**src/rtl/iir_first_order.sv**
```systemverilog
// First-order recursive filter y(n) = sat(COEF_A*y(n-1) + COEF_B*x(n)).
// The output register is also the feedback state; ovf latches any clamp until reset.
module iir_first_order #(
    parameter int XW     = 8,
    parameter int YW     = 17,
    parameter int COEF_A = -2,
    parameter int COEF_B = 3
) (
    input  logic                 clk,
    input  logic                 rst_n,
    input  logic signed [XW-1:0] x,
    output logic signed [YW-1:0] y,
    output logic                 ovf
);

    localparam int SW = YW + 5;

    // Clamp rails expressed in the wide sum domain so the comparison never wraps.
    localparam logic signed [SW-1:0] SUM_MAX = {{6{1'b0}}, {(YW-1){1'b1}}};
    localparam logic signed [SW-1:0] SUM_MIN = {{6{1'b1}}, {(YW-1){1'b0}}};

    localparam logic signed [3:0] COEF_A_4 = 4'(COEF_A);
    localparam logic signed [3:0] COEF_B_4 = 4'(COEF_B);

    logic signed [YW-1:0] y_reg;
    logic signed [YW-1:0] y_next;
    logic                 ovf_reg;
    logic                 ovf_next;

    logic signed [YW+3:0] coef_a_ext;
    logic signed [YW+3:0] y_ext;
    logic signed [YW+3:0] a_prod;
    logic signed [XW+3:0] coef_b_ext;
    logic signed [XW+3:0] x_ext;
    logic signed [XW+3:0] b_prod;
    logic signed [SW-1:0] sum;
    logic                 clamp_hi;
    logic                 clamp_lo;

    // Operands are widened to the product width first so the multiply is full precision.
    always_comb begin
        coef_a_ext = (YW+4)'(COEF_A_4);
        y_ext      = (YW+4)'(y_reg);
        a_prod     = coef_a_ext * y_ext;
        coef_b_ext = (XW+4)'(COEF_B_4);
        x_ext      = (XW+4)'(x);
        b_prod     = coef_b_ext * x_ext;
        sum        = SW'(a_prod) + SW'(b_prod);
    end

    always_comb begin
        clamp_hi = (sum > SUM_MAX);
        clamp_lo = (sum < SUM_MIN);
        y_next   = sum[YW-1:0];
        if (clamp_hi) begin
            y_next = SUM_MAX[YW-1:0];
        end else if (clamp_lo) begin
            y_next = SUM_MIN[YW-1:0];
        end
        ovf_next = ovf_reg | clamp_hi | clamp_lo;
    end

    always_ff @(posedge clk) begin
        if (!rst_n) begin
            y_reg   <= '0;
            ovf_reg <= 1'b0;
        end else begin
            y_reg   <= y_next;
            ovf_reg <= ovf_next;
        end
    end

    assign y   = y_reg;
    assign ovf = ovf_reg;

endmodule

```
**config.mk**
```make
export PLATFORM = sky130hd
export DESIGN_NAME = iir_first_order
export DESIGN_NICKNAME = d
export VERILOG_FILES = /design/src/rtl/iir_first_order.sv
export SDC_FILE = /design/constraint.sdc
export NUM_CORES = 1
export LEC_CHECK = 0
export ABC_AREA = 1
export ABC_CLOCK_PERIOD_IN_PS = 5750
export BUFFER_PORTS_ARGS = -buffer_cell sky130_fd_sc_hd__buf_2
export CELL_PAD_IN_SITES_DETAIL_PLACEMENT = 0
export CELL_PAD_IN_SITES_GLOBAL_PLACEMENT = 1
export CORE_MARGIN = 1.5
export CORE_UTILIZATION = 46
export DETAILED_ROUTE_END_ITERATION = 8
export PLACE_DENSITY = 0.95
export SKIP_LAST_GASP = 1
export SLEW_MARGIN = 20
export SYNTH_ARGS = -nofsm -noshare
export SYNTH_HDL_FRONTEND = slang
export SYNTH_SLANG_ARGS = --single-unit
```
**constraint.sdc**
```tcl
create_clock -name clk -period 5.75 [get_ports clk]
set_input_delay 0.8625 -clock clk [delete_from_list [all_inputs] [get_ports clk]]
set_output_delay 0.8625 -clock clk [all_outputs]
set_load 0.01 [all_outputs]
```
==> flow_results.org, run 1 <==
** Outcome
- Result of the run :: finished, final reports clean

** Critical path
- Category of the worst setup path launch point :: register
- WP buf/inv :: 4
- The startpoint identified for the worst register-to-register timing path is y[0].
- The endpoint identified for the worst register-to-register timing path is ovf.
- Required time of the worst setup path :: 5.91 ns
- Cell count along the critical path :: 25
- Kind of capture point of the worst setup path :: register
- Setup slack on the worst reg-to-reg path comes out at 1.65 ns.
- Worst-path cell with the longest stage delay :: ha_1
- Crit-path max cell delay :: 0.37 ns
- Signal arrival time at the worst endpoint :: 4.25 ns
- The worst setup path is of the reg2reg kind.
- Crit path max-delay family :: simple AND/OR/NAND/NOR gates
- Of all nets on the critical path, the largest fanout is 18.
- The cell that appears most often on the critical path is nand2_1.
- The number of cells on the worst reg-to-reg path is 25.

** Final layout
- Number of fillers in the final layout :: 587
- 0 antenna diodes ended up in the layout.
- Compared with the post-synthesis result, the final layout area differs by 9.699%.
- Total area of multi-input combinational cells :: 1988 um^2
- The top cell types in the final layout, fill and taps aside, are 97 x nand2_1, 60 x inv_1, 41 x ha_1.
- Of the cells placed in the final design, the portion with a size suffix greater than 1 is 19.17%.
- At the end of the flow, the number of nets in the layout was 471.
- Final standard cell count with taps included and fillers excluded :: 484
- Number of flip-flops in the largest register :: 17
- Registers take 360.3 um^2.
- Leading cell type in the layout, fill and taps excluded :: nand2_1

** CTS
- After clock tree synthesis, the repair step resized 0 gates.
- # hold bufs at CTS :: 0
- Number of H-tree branching levels :: 1
- Root buffer cell :: clkbuf_8
- TritonCTS clock tree :: yes
- After clock tree synthesis, the clock-pin slew on the worst setup and hold paths is 0.07 ns.
- CTS Buffer Depth :: 2
- Clock tree synthesis inserted a total of 3 buffers.
- The clock drives 18 sinks.
- Once the clock tree was built, the setup fixing pass inserted 0 buffers.
- The clock reaches the later pin of the worst-skew pair after 0.25 ns.

** STA
- The number of failing hold endpoints at the final stage came to 0.
- For the final routed database, the setup TNS stands at 0 ns.
- Worst slew margin :: 57.91%
- For this run, the top clock speed supported by timing is 244.0 MHz.
- Time the worst path needs with I/O delays and setup :: 4.099 ns
- Final setup fails :: 0
- For the pin with the worst max-slew slack, the measured transition is 0.6307 ns.
- Setup repair after global routing left no endpoint under its margin.
- The clock arrives with 0.004258 ns of skew.
- Fraction of the cycle the final worst path needs :: 71.28%
- The final count of pins violating max slew was 0.

** Synth
- The number of nets in the synthesized netlist is 442.
- Cell type with the highest aggregate area in the netlist :: ha_1
- Cell area after synthesis :: 2619 um^2
- Mean cell area of the mapped netlist :: 6.820 um^2
- Flops & latches, synth :: 18
- Of the post-synthesis cell area, the dominant cell type holds 19.59%.
- Synthesis produced a netlist whose cell count is 384.
- Synthesis instantiated 30 different standard cells from the library.
- Top area cells in the synthesized netlist :: ha_1 20%, nand2_1 14%, dfxtp_1 14%
- After synthesis, flip-flops and latches occupy 13.76% of the total area.
- The Yosys step of the flow raised 0 warnings.

** Drt
- The pre-antenna-repair detailed-routing pass consisted of 5 iterations.
- Aggregate routed wire length :: 5.509 mm
- Routed via count divided by cell count :: 4.950
- Count of routing violations after the opening detailed-route iteration :: 86
- For this run, design rule violations remaining after detail routing come to 0.
- The routed layout has 2396 vias.
- In the final routed layout, each cell accounts on average for 11.38 um.
- Once detail routing completed, the nets flagged for antenna violations numbered 0.

** Worst hold path
- The path with the worst hold slack has its endpoint at ovf.
- Hold path cells :: 4
- The path class of the tightest hold or removal check is reg2reg.
- In this run the most critical hold path is launched from ovf.

** Floorplanning
- The region available for standard cell placement spans 5507 um^2.
- The floorplan step defined a die boundary enclosing 6154 um^2.
- Number of cell rows :: 27
- The die is 78.45 um wide.
- The floorplan step set the die height to 78.45 um.
- I/O pins :: 28
- Initial core utilization :: 47.56%

** Global routing
- Overall Global Routing Usage :: 19.09%
- Number of global-route vias before repair :: 2201
- Initial antenna violation count :: 0
- The first global-routing pass estimated 9.494 mm of wire.
- For this run the aggregate overflow at the end of global routing stands at 0.
- Entering global routing, the biggest net connects 19 pins.

** Place
- The count of buffers added on input and output ports is 27.
- Once placement completed, the tool counted placed cells totaling 480.
- The wire-length estimate of the detail-placed layout is 4.797 mm.
- The congestion estimate from routability-driven global placement came to 0.9058.

** Job
- Max-cap violations in this run came to 0.
[worst max-delay path by stage]
| stage | start | end |
|---|---|---|
| after global placement | x[1] | ovf |
| after CTS | y[0] | ovf |
| after global routing | y[2] | y[16] |
| after floorplan | x[1] | y[0] |
| after detailed placement | x[1] | ovf |
| final | y[0] | ovf |
[layer usage]
layer	GRT usage (%)	vias up	wire length, um	share of wire, %
met1	24.08	1063	2441	44
met5	0	-	0	0
met4	3.393	0	82	1.5
met3	2.907	6	223	4.0
li1	-	1277	-	-
met2	34.52	50	2761	50
[cells in the mapped netlist (all sizes together)]
cell type	number
nor4	1
ha	41
xor2	17
nor2	35
o21ai	6
or2	1
nor3	7
xnor2	8
dfxtp	18
buf	2
clkbuf	1
and2	1
nand3	25
a31oi	1
a21oi	35
o31ai	1
nand4	2
nand2	109
inv	65
nand3b	1
fa	7
[worst min-delay path: stages (launching register included)]
cell and delay, ns:
dfxtp_1 0.31, inv_1 0.06, nand3_1 0.07, nand2_1 0.05, inv_1 0.03
[area by class of cell]
type	count	share of cell area [%]
well taps	72	3.136
repair buffers	27	4.704
inverters	65	8.493
flip-flops and latches	18	12.54
clock buffers	4	1.916
multi-input cells	298	69.21
[stage by stage]
stage | setup WS, ns | utilization, % | hold WS [ns] | area [um^2]
6_report | 1.651 | 52.17 | 0.5602 | 2873
5_1_grt | 1.158 | 52.17 | 0.6112 | 2873
4_1_cts | 1.665 | 52.17 | 0.5597 | 2873
3_5_place_dp | 1.611 | 51.17 | 0.5411 | 2818
3_3_place_gp | 1.643 | 51.17 | 0.5342 | 2818
2_1_floorplan | 2.214 | - | 0.5609 | 2619
[cell families after synthesis]
kind of cell	share of synthesized area (%)
xor gates and xnor gates	8.361
buffers and inverters	10.32
DFF	13.76
AOI/OAI and AO/OA	10.22
and+or+nand+nor	32.39
adders and majority gates	24.94
Power of run 1 is left out: the tool's default activity adds up to more than one toggle a clock period on the data nets, which glitch-free logic cannot reach.
==> run 2: changes to the inputs <==
ABC_AREA = 0   (was 1)
ABC_CLOCK_PERIOD_IN_PS = 3500   (was 5750)
CORE_UTILIZATION = 41   (was 46)
PLACE_DENSITY = 0.88   (was 0.95)
clock period = 3.5 ns   (was 5.75 ns; I/O delays follow)
==> run 2 against run 1 <==
The flow now finishes with violations (negative setup slack). Synthesized cell count decreased by 23%. Highest routed layer unchanged. Global-route usage is 3.0 points higher. Fmax increased by 2.4%. Worst hold slack improved by 0.052 ns. Utilization up 11 points. Clock skew increased by 0.0033 ns. Sequential share of layout area is 2.8 points lower. Register-to-register slack lost 2.2 ns. First-iteration DRC count grew to 2.6 times the previous value. Design area up 30%. Sequential cell count did not move. Setup slack worse by 2.2 ns.
==> flow_results.org, run 2 <==
** CTS
- The buffer cell driving the clock tree root is clkbuf_8 (unchanged).
- The number of CTS-inserted buffers came to 3 (unchanged).
- TritonCTS clock tree :: yes (unchanged)
- The clock net sink count came to 18 (unchanged).
- The number of H-tree levels is 1 (unchanged).
- The clock transition at the register clock pins on the worst setup and hold paths after CTS was 0.07 ns (about the same).
- The number of buffers between clock root and the deepest sink came to 2 (unchanged).
- The clock network latency to the later pin of the worst-skew pair was 0.26 ns (was 0.25 ns).
- # hold bufs at CTS :: 0 (unchanged)

** STA
- Unrepaired setup endpoints after global routing :: true (was false)
- Transition time at the pin with the least slew margin :: 0.6461 ns (was 0.6307 ns)
- Worst slew margin :: 56.66% (was 57.91%)
- Final hold vios :: 0 (unchanged)
- Sum Neg Setup Slack :: -8.450 ns (was 0 ns)
- Peak Freq :: 249.9 MHz (was 244.0 MHz)
- The final worst setup slack came to -0.5010 ns (was 1.651 ns).
- Fraction of the cycle the final worst path needs :: 114.3% (was 71.28%)
- Time the worst path needs with I/O delays and setup :: 4.001 ns (was 4.099 ns)
- The final count of pins violating max slew came to 0 (unchanged).
- The worst-case clock skew is 0.007542 ns (was 0.004258 ns).
- Final setup fails :: 18 (was 0)

** Critical path
- The number of cells traversed by the worst register-to-register path came to 16 (was 25).
- Required time of the worst setup path :: 3.67 ns (was 5.91 ns)
- Endpoint of the most critical register-to-register path :: y[5] (was ovf)
- The maximum net fanout on the critical path came to 8 (was 18).
- Flop2flop setup slack :: -0.50 ns (was 1.65 ns)
- Signal arrival time at the worst endpoint :: 4.18 ns (was 4.25 ns)
- The critical register-to-register path startpoint was y[8] (was y[0]).
- The type of element launching the critical path is a register (unchanged).
- The critical path endpoint category is a register (unchanged).
- Critical path class :: reg2reg (unchanged)

** Drt
- The per-cell routed wire length is 15.76 um (was 11.38 um).
- Routed via count divided by cell count :: 5.388 (was 4.950)
- Vias :: 2640 (was 2396)
- Antenna-violating nets left :: 0 (unchanged)
- The length of the first detailed-routing pass in iterations was 4 (was 5).
- The DRC marker count from the first detailed-route iteration is 222 (was 86).
- The aggregate routed wire length was 7.722 mm (was 5.509 mm).
- Number of remaining DRC errors :: 0 (unchanged)

** Place
- Port Buffer Count :: 27 (unchanged)
- Worst slack, placed :: -0.8272 ns (was 1.611 ns)
- The placed cell count is 472 (was 480).
- Final weighted congestion of routability-driven global placement :: 0.8599 (was 0.9058)
- The estimated wirelength of the detail-placed design was 5.844 mm (was 4.797 mm).

** Global routing
- Overall Global Routing Usage :: 22.07% (was 19.09%)
- The global-route wire length before repair was 11.35 mm (was 9.494 mm).
- The total grt overflow is 0 (unchanged).
- The largest net degree at the start of global routing came to 19 (unchanged).
- Initial antenna violation count :: 0 (unchanged)
- The via count of the first global-routing pass was 2421 (was 2201).

** Synth
- Sequential element share of the synthesized area :: 14.29% (was 13.76%)
- The number of synthesized register bits was 18 (unchanged).
- Top area cells in the synthesized netlist :: ha_1 20%, dfxtp_1 14%, xnor2_1 5.9% (was ha_1 20%, nand2_1 14%, dfxtp_1 14%)
- Fraction of synthesis flops using an asynchronous set or reset pin :: 0% (unchanged)
- Post-Synthesis Cells :: 297 (was 384)
- The mean post-synth cell area is 8.489 um^2 (was 6.820 um^2).
- Yosys warning count :: 0 (unchanged)
- The cell type contributing the most total cell area after synthesis was ha_1 (unchanged).
- Synth top area share :: 20.35% (was 19.59%)
- The post-synth design cell area was 2521 um^2 (was 2619 um^2).
- Predominant post-synthesis flop cell :: dfxtp_1 (unchanged)
- The most frequent cell after synthesis is ha_1 (was nand2_1).
- The net count of the mapped netlist came to 355 (was 442).
- Number of enable flip-flop cells after synthesis :: 0 (unchanged)
- The number of distinct library cells after synthesis is 55 (was 30).
- Commonest cells in the synthesized netlist: 41 x ha_1, 33 x nand2_1, 26 x inv_1 (was 97 x nand2_1, 60 x inv_1, 41 x ha_1).

** Worst hold path
- The class of the most critical hold timing path is reg2reg (unchanged).
- Hold path cells :: 2 (was 4)
- Hold_sp :: ovf (unchanged)
- Worst-case hold path end point :: ovf (unchanged)

** Job
- Max capacitance violation total :: 0 (unchanged)

** Final layout
- Leading cell type in the layout, fill and taps excluded :: buf_4 (was nand2_1)
- The number of non-filler instances in the completed layout is 490 (was 484).
- Top library cells by usage in the layout, fill and taps aside: 91 x buf_4, 37 x ha_1, 32 x nand2_1 (was 97 x nand2_1, 60 x inv_1, 41 x ha_1).
- Number of fillers in the final layout :: 481 (was 587)
- Number of flip-flops in the largest register :: 17 (unchanged)
- The area overhead of the layout relative to synthesis was 48.64% (was 9.699%).
- The register cell area after layout came to 364.1 um^2 (was 360.3 um^2).
- The total area of multi-input combinational cells was 2238 um^2 (was 1988 um^2).
- Final layout net count :: 474 (was 471)
- The count of antenna diodes in the layout is 0 (unchanged).
- Fraction of layout cells with a size suffix above 1 :: 44.82% (was 19.17%)

** Outcome
- Violated checks :: negative setup slack
- Result of the run :: complete, but fails checks (was finished, final reports clean)

** Floorplanning
- The die outline height is 81.42 um (was 78.45 um).
- Initial core utilization :: 42.58% (was 47.56%)
- The boundary pin count was 28 (unchanged).
- Number of cell rows :: 28 (was 27)
- Area inside the core boundary :: 5921 um^2 (was 5507 um^2)
- The width of the die was 81.42 um (was 78.45 um).
- Area of the die :: 6628 um^2 (was 6154 um^2)
[run 2: final cells by class]
cell class	instances	share of cell area, %
timing repair buffer	122	23.87
clock buffer	4	1.469
multi-input combinational	244	59.73
tap	75	2.504
inverter	27	2.705
sequential	18	9.716
[run 2: routing by layer]
layer | vias up | part of all wire, % | track usage [%] | wire (um)
li1 | 1325 | - | - | -
met1 | 1238 | 46 | 31.01 | 3535
met2 | 64 | 49 | 36.03 | 3788
met3 | 13 | 3.5 | 2.667 | 267
met4 | 0 | 1.7 | 4.828 | 131
met5 | - | 0 | 0 | 0
[run 2: critical path: stages (launching register included)]
cell,delay (ns)
dfxtp_2,0.32
or4_4,0.54
buf_4,0.17
buf_4,0.14
o21a_1,0.17
nor2_1,0.16
ha_1,0.28
ha_1,0.40
nand2_1,0.11
a211oi_2,0.21
a21oi_1,0.17
o21ai_1,0.22
xor2_1,0.33
buf_4,0.20
a41oi_4,0.16
clkbuf_16,0.22
o22ai_1,0.11
[run 2: cells by family after synthesis]
kind of cell    after synthesis  share of synthesized area, %
buf+inv                      35                         5.955
compound gates               90                         28.49
simple gates                 79                         15.68
flops                        18                         14.29
xor+xnor                     27                         9.678
fa+ha+maj                    48                         25.91
[run 2: timing repair]
item / in CTS / in global routing
setup buffers: 5 / 8
pin swaps: 12 / 13
resized for setup: 16 / 14
cloned: 0 / 1
setup endpoints to repair: 18 / 18
[run 2: worst max path at each step]
stage,slack [ns],from,endpoint
after floorplan,-0.25,y[8],y[0]
after global placement,-0.74,y[2],y[8]
after detailed placement,-0.83,y[8],y[8]
after global routing,-0.64,y[8],y[8]
final,-0.50,y[8],y[5]
after CTS,-0.39,y[10],y[13]
[run 2: through the flow]
| step | hold slack (ns) | utilization (%) | area (um^2) |
|---|---|---|---|
| 3_3_place_gp | 0.5569 | 57.31 | 3393 |
| 3_5_place_dp | 0.5559 | 57.31 | 3393 |
| 6_report | 0.6124 | 63.29 | 3747 |
| 5_1_grt | 0.6452 | 63.29 | 3747 |
| 2_1_floorplan | 0.5643 | - | 2592 |
| 4_1_cts | 0.5643 | 60.57 | 3586 |
Power of run 2 is left out for the same reason.
